<file path="config.mk">
export PLATFORM = sky130hd
export DESIGN_NAME = cache_controller
export DESIGN_NICKNAME = d
export VERILOG_FILES = /design/src/rtl/cache_controller_pkg.sv /design/src/rtl/cache_line_array.sv /design/src/rtl/cache_controller.sv
export SDC_FILE = /design/constraint.sdc
export NUM_CORES = 1
export LEC_CHECK = 0
export CAP_MARGIN = 15
export CELL_PAD_IN_SITES_DETAIL_PLACEMENT = 0
export CELL_PAD_IN_SITES_GLOBAL_PLACEMENT = 1
export CORE_ASPECT_RATIO = 1.5
export CORE_MARGIN = 5
export CORE_UTILIZATION = 40
export DETAILED_ROUTE_END_ITERATION = 8
export GPL_ROUTABILITY_DRIVEN = 0
export GPL_TIMING_DRIVEN = 1
export PLACE_DENSITY = 0.66
export SETUP_SLACK_MARGIN = 0.4
export SLEW_MARGIN = 20
export SYNTH_ARGS = -nofsm -noshare
export SYNTH_HDL_FRONTEND = slang
export SYNTH_SLANG_ARGS = --single-unit
</file>
<file path="constraint.sdc">
create_clock -name clock -period 3.31 [get_ports clock]
set_input_delay 0.4965 -clock clock [delete_from_list [all_inputs] [get_ports clock]]
set_output_delay 0.4965 -clock clock [all_outputs]
set_load 0.05 [all_outputs]
</file>
<file path="src/rtl/cache_controller_pkg.sv">
// rtl/cache_controller_pkg.sv - shared command codes, field ranges, sizes and FSM encoding
package cache_controller_pkg;

    localparam int REQ_W     = 25;
    localparam int CMD_HI    = 24;
    localparam int CMD_LO    = 23;
    localparam int ADDR_HI   = 22;
    localparam int ADDR_LO   = 7;
    localparam int ADDR_W    = 16;
    localparam int DATA_W    = 8;
    localparam int NUM_LINES = 16;
    localparam int IDX_W     = 4;
    localparam int TAG_W     = 12;

    localparam logic [1:0] CMD_NOP   = 2'b00;
    localparam logic [1:0] CMD_READ  = 2'b01;
    localparam logic [1:0] CMD_WRITE = 2'b10;

    typedef enum logic [1:0] {
        S_IDLE      = 2'd0,
        S_READ_MISS = 2'd1,
        S_WRITE_MEM = 2'd2,
        S_RESPOND   = 2'd3
    } state_t;

    function automatic logic [REQ_W-1:0] make_req(input logic [1:0] cmd, input logic [ADDR_W-1:0] addr);
        return {cmd, addr, {ADDR_LO{1'b0}}};
    endfunction

endpackage

</file>
<file path="src/rtl/cache_line_array.sv">
// rtl/cache_line_array.sv - direct-mapped line storage: lookup, write and invalidate ports
// A write in the same cycle as an invalidate of the same line wins.
module cache_line_array
    import cache_controller_pkg::*;
(
    input  logic              clock,
    input  logic              reset,
    input  logic [IDX_W-1:0]  i_lk_idx,
    output logic              o_lk_valid,
    output logic [TAG_W-1:0]  o_lk_tag,
    output logic [DATA_W-1:0] o_lk_data,
    input  logic              i_wr_en,
    input  logic              i_wr_valid,
    input  logic [IDX_W-1:0]  i_wr_idx,
    input  logic [TAG_W-1:0]  i_wr_tag,
    input  logic [DATA_W-1:0] i_wr_data,
    input  logic              i_inv_en,
    input  logic [IDX_W-1:0]  i_inv_idx,
    input  logic [TAG_W-1:0]  i_inv_tag
);

    logic [NUM_LINES-1:0] r_valid;
    logic [TAG_W-1:0]     r_tag  [NUM_LINES];
    logic [DATA_W-1:0]    r_data [NUM_LINES];

    assign o_lk_valid = r_valid[i_lk_idx];
    assign o_lk_tag   = r_tag[i_lk_idx];
    assign o_lk_data  = r_data[i_lk_idx];

    always_ff @(posedge clock or negedge reset) begin
        if (!reset) begin
            r_valid <= '0;
            for (int i = 0; i < NUM_LINES; i++) begin
                r_tag[i]  <= '0;
                r_data[i] <= '0;
            end
        end else begin
            if (i_inv_en && r_valid[i_inv_idx] && (r_tag[i_inv_idx] == i_inv_tag)) begin
                r_valid[i_inv_idx] <= 1'b0;
            end
            if (i_wr_en) begin
                r_valid[i_wr_idx] <= i_wr_valid;
                r_tag[i_wr_idx]   <= i_wr_tag;
                r_data[i_wr_idx]  <= i_wr_data;
            end
        end
    end

endmodule

</file>
<file path="src/rtl/cache_controller.sv">
// rtl/cache_controller.sv - write-allocate, write-through direct-mapped cache controller
// Forwards writes to memory and notifies the coherence stage on write completion.
module cache_controller
    import cache_controller_pkg::*;
(
    input  logic              clock,
    input  logic              reset,
    input  logic [REQ_W-1:0]  cpu_request,
    input  logic [DATA_W-1:0] cpu_wdata,
    output logic              cpu_ready,
    output logic              cpu_done,
    output logic [DATA_W-1:0] cpu_rdata,
    output logic [REQ_W-1:0]  mem_request,
    output logic [DATA_W-1:0] mem_wdata,
    input  logic              mem_ack,
    input  logic [DATA_W-1:0] mem_rdata,
    output logic [REQ_W-1:0]  cache_change,
    input  logic [ADDR_W-1:0] cache_invalidate
);

    state_t              r_state;
    logic [ADDR_W-1:0]   r_addr;
    logic [ADDR_W-1:0]   r_last_inv;
    logic                r_fill_killed;
    logic                r_cpu_ready;
    logic                r_cpu_done;
    logic [DATA_W-1:0]   r_cpu_rdata;
    logic [REQ_W-1:0]    r_mem_request;
    logic [DATA_W-1:0]   r_mem_wdata;
    logic [REQ_W-1:0]    r_cache_change;

    logic [1:0]          w_cmd;
    logic [ADDR_W-1:0]   w_addr;
    logic                w_idle, w_acc_rd, w_acc_wr, w_fill, w_hit;
    logic                w_inv_en, w_inv_hits_fill;
    logic                w_lk_valid;
    logic [TAG_W-1:0]    w_lk_tag;
    logic [DATA_W-1:0]   w_lk_data;
    logic                w_wr_en, w_wr_valid;
    logic [IDX_W-1:0]    w_wr_idx;
    logic [TAG_W-1:0]    w_wr_tag;
    logic [DATA_W-1:0]   w_wr_data;
    logic                w_unused;

    assign w_unused = ^cpu_request[ADDR_LO-1:0];
    assign w_cmd    = cpu_request[CMD_HI:CMD_LO];
    assign w_addr   = cpu_request[ADDR_HI:ADDR_LO];
    assign w_idle   = (r_state == S_IDLE);
    assign w_acc_rd = w_idle && (w_cmd == CMD_READ);
    assign w_acc_wr = w_idle && (w_cmd == CMD_WRITE);
    assign w_fill   = (r_state == S_READ_MISS) && mem_ack;
    assign w_hit    = w_lk_valid && (w_lk_tag == w_addr[ADDR_W-1:IDX_W]);

    // Invalidates are level-held; only a change of value is an event.
    assign w_inv_en        = (cache_invalidate != r_last_inv);
    assign w_inv_hits_fill = w_inv_en && (cache_invalidate == r_addr);

    assign w_wr_en    = w_acc_wr || w_fill;
    assign w_wr_valid = w_acc_wr || !(r_fill_killed || w_inv_hits_fill);
    assign w_wr_idx   = w_acc_wr ? w_addr[IDX_W-1:0] : r_addr[IDX_W-1:0];
    assign w_wr_tag   = w_acc_wr ? w_addr[ADDR_W-1:IDX_W] : r_addr[ADDR_W-1:IDX_W];
    assign w_wr_data  = w_acc_wr ? cpu_wdata : mem_rdata;

    cache_line_array u_lines (
        .clock      (clock),
        .reset      (reset),
        .i_lk_idx   (w_addr[IDX_W-1:0]),
        .o_lk_valid (w_lk_valid),
        .o_lk_tag   (w_lk_tag),
        .o_lk_data  (w_lk_data),
        .i_wr_en    (w_wr_en),
        .i_wr_valid (w_wr_valid),
        .i_wr_idx   (w_wr_idx),
        .i_wr_tag   (w_wr_tag),
        .i_wr_data  (w_wr_data),
        .i_inv_en   (w_inv_en),
        .i_inv_idx  (cache_invalidate[IDX_W-1:0]),
        .i_inv_tag  (cache_invalidate[ADDR_W-1:IDX_W])
    );

    always_ff @(posedge clock or negedge reset) begin
        if (!reset) begin
            r_state        <= S_IDLE;
            r_addr         <= '0;
            r_last_inv     <= '0;
            r_fill_killed  <= 1'b0;
            r_cpu_ready    <= 1'b1;
            r_cpu_done     <= 1'b0;
            r_cpu_rdata    <= '0;
            r_mem_request  <= make_req(CMD_NOP, '0);
            r_mem_wdata    <= '0;
            r_cache_change <= make_req(CMD_NOP, '0);
        end else begin
            r_last_inv <= cache_invalidate;
            case (r_state)
                S_IDLE: begin
                    r_fill_killed <= 1'b0;
                    if (w_acc_rd || w_acc_wr) begin
                        r_addr      <= w_addr;
                        r_cpu_ready <= 1'b0;
                    end
                    if (w_acc_wr) begin
                        r_state       <= S_WRITE_MEM;
                        r_mem_request <= make_req(CMD_WRITE, w_addr);
                        r_mem_wdata   <= cpu_wdata;
                    end else if (w_acc_rd && w_hit) begin
                        r_state     <= S_RESPOND;
                        r_cpu_done  <= 1'b1;
                        r_cpu_rdata <= w_lk_data;
                    end else if (w_acc_rd) begin
                        r_state       <= S_READ_MISS;
                        r_mem_request <= make_req(CMD_READ, w_addr);
                    end
                end
                S_READ_MISS: begin
                    if (w_inv_hits_fill) begin
                        r_fill_killed <= 1'b1;
                    end
                    if (mem_ack) begin
                        r_state       <= S_RESPOND;
                        r_mem_request <= make_req(CMD_NOP, '0);
                        r_cpu_done    <= 1'b1;
                        r_cpu_rdata   <= mem_rdata;
                    end
                end
                S_WRITE_MEM: begin
                    if (mem_ack) begin
                        r_state        <= S_RESPOND;
                        r_mem_request  <= make_req(CMD_NOP, '0);
                        r_mem_wdata    <= '0;
                        r_cpu_done     <= 1'b1;
                        r_cache_change <= make_req(CMD_WRITE, r_addr);
                    end
                end
                S_RESPOND: begin
                    r_state        <= S_IDLE;
                    r_cpu_ready    <= 1'b1;
                    r_cpu_done     <= 1'b0;
                    r_cache_change <= make_req(CMD_NOP, '0);
                end
                default: begin
                    r_state     <= S_IDLE;
                    r_cpu_ready <= 1'b1;
                end
            endcase
        end
    end

    assign cpu_ready    = r_cpu_ready;
    assign cpu_done     = r_cpu_done;
    assign cpu_rdata    = r_cpu_rdata;
    assign mem_request  = r_mem_request;
    assign mem_wdata    = r_mem_wdata;
    assign cache_change = r_cache_change;

endmodule
</file>
==> tab_implementation.tex <==
\begin{tabular}{lr}
\hline
Metric & Value \\
\hline
\multicolumn{2}{l}{\textbf{Global route}} \\
Busiest grt layer & met2 \\
Wire length of the first global-routing pass & 107000 µm \\
Number of antenna violations at the first check in global routing & 1 \\
Pin count of the biggest net entering global routing & 111 \\
Total overflow reported by the global router & 0 \\
Overall Global Routing Usage & 0.245 \\
Met1 capacity usage during global routing & 0.299 \\
Global-route met3 utilization & 0.0304 \\
Number of global-route vias before repair & 16600 \\
Routing usage on met2 & 0.440 \\
\multicolumn{2}{l}{\textbf{Drt}} \\
Antenna-violating nets left & 0 \\
Detailed-route wire length & 71100 µm \\
Number of remaining DRC errors & 0 \\
DRT iter0 DRCs & 1012 \\
Count of TritonRoute iterations in the first routing pass & 5 \\
Routed wirelength normalized by instance count & about 25 µm \\
Vias & about 16000 \\
Post-DR vias/cell & 5.66 \\
\multicolumn{2}{l}{\textbf{Floorplanning}} \\
Effective utilization at floorplan & 0.403 \\
Rows & 103 \\
IO Count & 128 \\
Die height & about 290 µm \\
Area of the core region & 52600 µm² \\
Floorplan die width & 198 µm \\
Total Die Area & 57700 µm² \\
\multicolumn{2}{l}{\textbf{Timing}} \\
Fmax & 0.320 GHz \\
Period utilization & 0.943 \\
Max-slew headroom & 0.523 \\
Worst-margin pin slew & between 0.7 and 0.8 ns \\
Setup Skew & 0.0276 ns \\
Max Transition Viols Final & 0 \\
Number of hold violations in the final report & 0 \\
Tightest hold margin & 0.285 ns \\
Unrepaired setup endpoints after global routing & yes \\
Total Negative Setup Slacks & 0 ns \\
Post-route minimum period & approximately 3.1 ns \\
Setup-failing EPs final & 0 \\
\multicolumn{2}{l}{\textbf{Worst setup path}} \\
Critical Path Sink Type & flop \\
Critical Path Source Type & flop \\
Arrival time worst endpoint & 3.60 ns \\
Worst reg2reg startpoint & u\_lines.r\_tag[171] \\
Reg-to-reg setup timing slack & around 0.19 ns \\
Reg2Reg Capture Point & mem\_request[14] \\
Maximum fanout count along the critical path & 5 \\
Classification of the worst setup path & reg2reg \\
Logic depth of the worst register-to-register path & 11 \\
Endpoint required time on the critical path & 3.78 ns \\
\multicolumn{2}{l}{\textbf{Synth}} \\
Number of distinct standard cells referenced by the synthesized netlist & 60 \\
Fraction of synthesized cell area in xor and xnor cells & 0.0273 \\
Number of enable flip-flop cells after synthesis & 0 \\
Number of synthesized register bits & 424 \\
Compound-cell area share of the yosys netlist & 0.121 \\
Largest family of logic cells by synthesized area & multiplexers \\
Portion of netlist area occupied by mux cells & 0.198 \\
Total number of yosys warnings & 0 \\
Share of the yosys chip area belonging to registers & 0.501 \\
Cell area after synthesis & 21200 µm² \\
Ys async rst share & 1.00 \\
Post-Synth Simple-Gate Area & 0.108 \\
Post-synthesis cell count & 1935 \\
Most used DFF post-synth & sky130\_fd\_sc\_hd\_\_dfrtp\_1 \\
Average instance area after synthesis & 10.9 µm² \\
Adder-cell share of the synthesized area & 0.00236 \\
\multicolumn{2}{l}{\textbf{Clocking}} \\
H-tree depth reported by CTS & 2 \\
Clock slew seen by the registers of the worst setup and hold paths & 0.06 ns \\
CTS root buf & sky130\_fd\_sc\_hd\_\_clkbuf\_16 \\
CTS tree & yes \\
Max Buffers Root-to-Sink & 3 \\
TritonCTS Sinks & 424 \\
Insertion delay of the later-clocked pin in the worst-skew pair & 0.60 ns \\
Clock buffer count from CTS & 46 \\
\multicolumn{2}{l}{\textbf{Pwr}} \\
Sequential share of power & 0.380 \\
Switching pwr & 8.95 mW \\
Total power after layout & around 24 mW \\
Part of the power in the clock network & 0.219 \\
Lkg Pwr & 11.4 nW \\
Power density relative to cell area & around 900 nW/µm² \\
Fraction of power consumed by combinational cells & 0.400 \\
Worst voltage drop across the vdd grid & 574 µV \\
Switching portion of total power & 0.375 \\
Internal power & 14.9 mW \\
\multicolumn{2}{l}{\textbf{Final layout}} \\
Fraction of final layout cells with drive strength greater than 1 & 0.233 \\
Layout Cell Area excl Fill & around 26000 µm² \\
Utilization after layout & 0.497 \\
Final Net Count & roughly 2200 \\
Most common cell after layout, fill and taps aside & sky130\_fd\_sc\_hd\_\_dfrtp\_1 \\
Commonest non-fill, non-tap cells in the layout & 423 x sky130\_fd\_sc\_hd\_\_dfrtp\_1, 282 x sky130\_fd\_sc\_hd\_\_nand2\_1, 252 x sky130\_fd\_sc\_hd\_\_o21ai\_0, 166 x sky130\_fd\_sc\_hd\_\_buf\_4, 123 x sky130\_fd\_sc\_hd\_\_nor2\_1 \\
Area growth from synthesis to layout & 23.5\% \\
\multicolumn{2}{l}{\textbf{Hold path}} \\
Worst min-delay path endpoint & r\_last\_inv[0] \\
Critical hold path startpoint & cache\_invalidate[0] \\
Min-Delay Path Class & in2reg \\
Worst hold stages & 2 \\
\multicolumn{2}{l}{\textbf{Placed design}} \\
Dpl cell area & approximately 24000 µm² \\
Count of buffers from port buffering & 105 \\
Detailed Place HPWL & about 48000 µm \\
\multicolumn{2}{l}{\textbf{Run}} \\
Max Cap Violations & 0 \\
\multicolumn{2}{l}{\textbf{Run status}} \\
Result of the run & complete, no violations \\
\hline
\end{tabular}
-- synthesized netlist by cell type, drive strengths merged (2+ instances only) --
library cell,count,area share
nand4,9,0.0027
o41ai,6,0.0025
a2111oi,3,0.0012
nand3,7,0.0017
nand3b,14,0.0050
a211oi,4,0.0014
a31oi,3,0.00089
mux2i,88,0.042
mux4,120,0.13
dfrtp,423,0.50
o2bb2ai,2,0.00083
or2,4,0.0012
a21oi,113,0.027
a221oi,10,0.0044
clkbuf,118,0.021
o211ai,3,0.0011
o22ai,25,0.0074
o21ai,252,0.060
xor2,36,0.015
o2111ai,2,0.00083
buf,57,0.017
a41oi,2,0.0012
nor2b,27,0.0080
a22oi,5,0.0018
nor2,125,0.022
and2,8,0.0024
ha,4,0.0024
nor4,18,0.0053
or3,2,0.00059
o31ai,5,0.0024
a22o,11,0.0046
inv,19,0.0034
nand2,284,0.050
nor3,3,0.00071
nand2b,26,0.0077
xnor2,30,0.012
mux2,54,0.029
-- metrics by stage --
step	worst slack [ns]	cells
after floorplan	-0.00347	1949
after global placement	-0.407	2748
after detailed placement	-0.409	2748
after CTS	0.201	2846
after global routing	0.130	2849
final	0.187	2850
-- flip-flops by register name, indices dropped and copies added (netlist names) --
name and flops:
r_fill_killed 1, mem_wdata 8, cache_change 17, r_state 2, u_lines.r_valid 16, u_lines.r_tag 192
cpu_done 1, cpu_rdata 8, mem_request 18, r_last_inv 16, cpu_ready 1, r_addr 16
u_lines.r_data 128
-- repair_timing --
action	CTS	global route
cloned	3	1
hold buffers	1	0
buffers inserted	11	2
endpoints found under the hold margin	33	0
resized for setup	20	31
pin swaps	4	3
endpoints found under the setup margin	39	64
-- cell type report --
class / instances / area (µm²)
Antenna cell: 1 / 2.50
Tap cell: 682 / 853
Clock inverter: 19 / 201
Timing Repair Buffer: 310 / 3070
Inverter: 20 / 75.1
Multi-Input combinational cell: 1330 / 10000
Fill cell: 4844 / 26400
Sequential cell: 424 / 10600
Clock buffer: 64 / 1310
-- kinds of logic (layout without fill, tap and decap cells) --
| group | count (synthesis) | after routing |
|---|---|---|
| compound gates | 454 | 454 |
| xor+xnor | 66 | 66 |
| fa+ha+maj | 4 | 4 |
| buf+inv | 195 | 413 |
| flops | 424 | 424 |
| mux | 262 | 262 |
| other cells | 1 | 16 |
| simple gates | 529 | 529 |
-- power by group through the flow --
stage                     clock network, mW  logic (mW)  registers [mW]
after floorplan                           0        5.27            9.46
after global placement                    0        8.84            8.99
after detailed placement                  0        9.02            9.11
after CTS                              5.35        9.48            9.04
after global routing                   5.55        10.3            9.32
final                                  5.23        9.55            9.07
-- metal layers --
metal  up-vias  routed length, µm
met3       148               2710
met4         2               3130
met5         -                 20
met2       477              37700
li1       7266                  -
met1      8236              27600
-- how the worst max path moves through the flow --
stage / from / end / slack [ns] / cells past startpoint
floorplan: cpu_request[10] / mem_request[15] / -0.003 / 11
global placement: cpu_request[8] / cpu_rdata[0] / -0.41 / 11
detailed placement: cpu_request[8] / cpu_rdata[5] / -0.41 / 11
CTS: u_lines.r_tag[75] / mem_request[12] / 0.20 / 11
global route: u_lines.r_tag[123] / mem_request[12] / 0.13 / 11
finish: u_lines.r_tag[171] / mem_request[14] / 0.19 / 11
-- critical path, stage by stage, from the launching register on --
cell,delay (ns)
sky130_fd_sc_hd__dfrtp_1,0.42
sky130_fd_sc_hd__mux4_2,0.48
sky130_fd_sc_hd__a22o_1,0.23
sky130_fd_sc_hd__a221oi_2,0.20
sky130_fd_sc_hd__xnor2_1,0.10
sky130_fd_sc_hd__a211o_1,0.26
sky130_fd_sc_hd__a2111o_1,0.34
sky130_fd_sc_hd__buf_6,0.16
sky130_fd_sc_hd__o221ai_4,0.19
sky130_fd_sc_hd__buf_12,0.16
sky130_fd_sc_hd__buf_12,0.12
sky130_fd_sc_hd__mux2_2,0.32
Note: power is estimated with default switching activity, not from simulation.
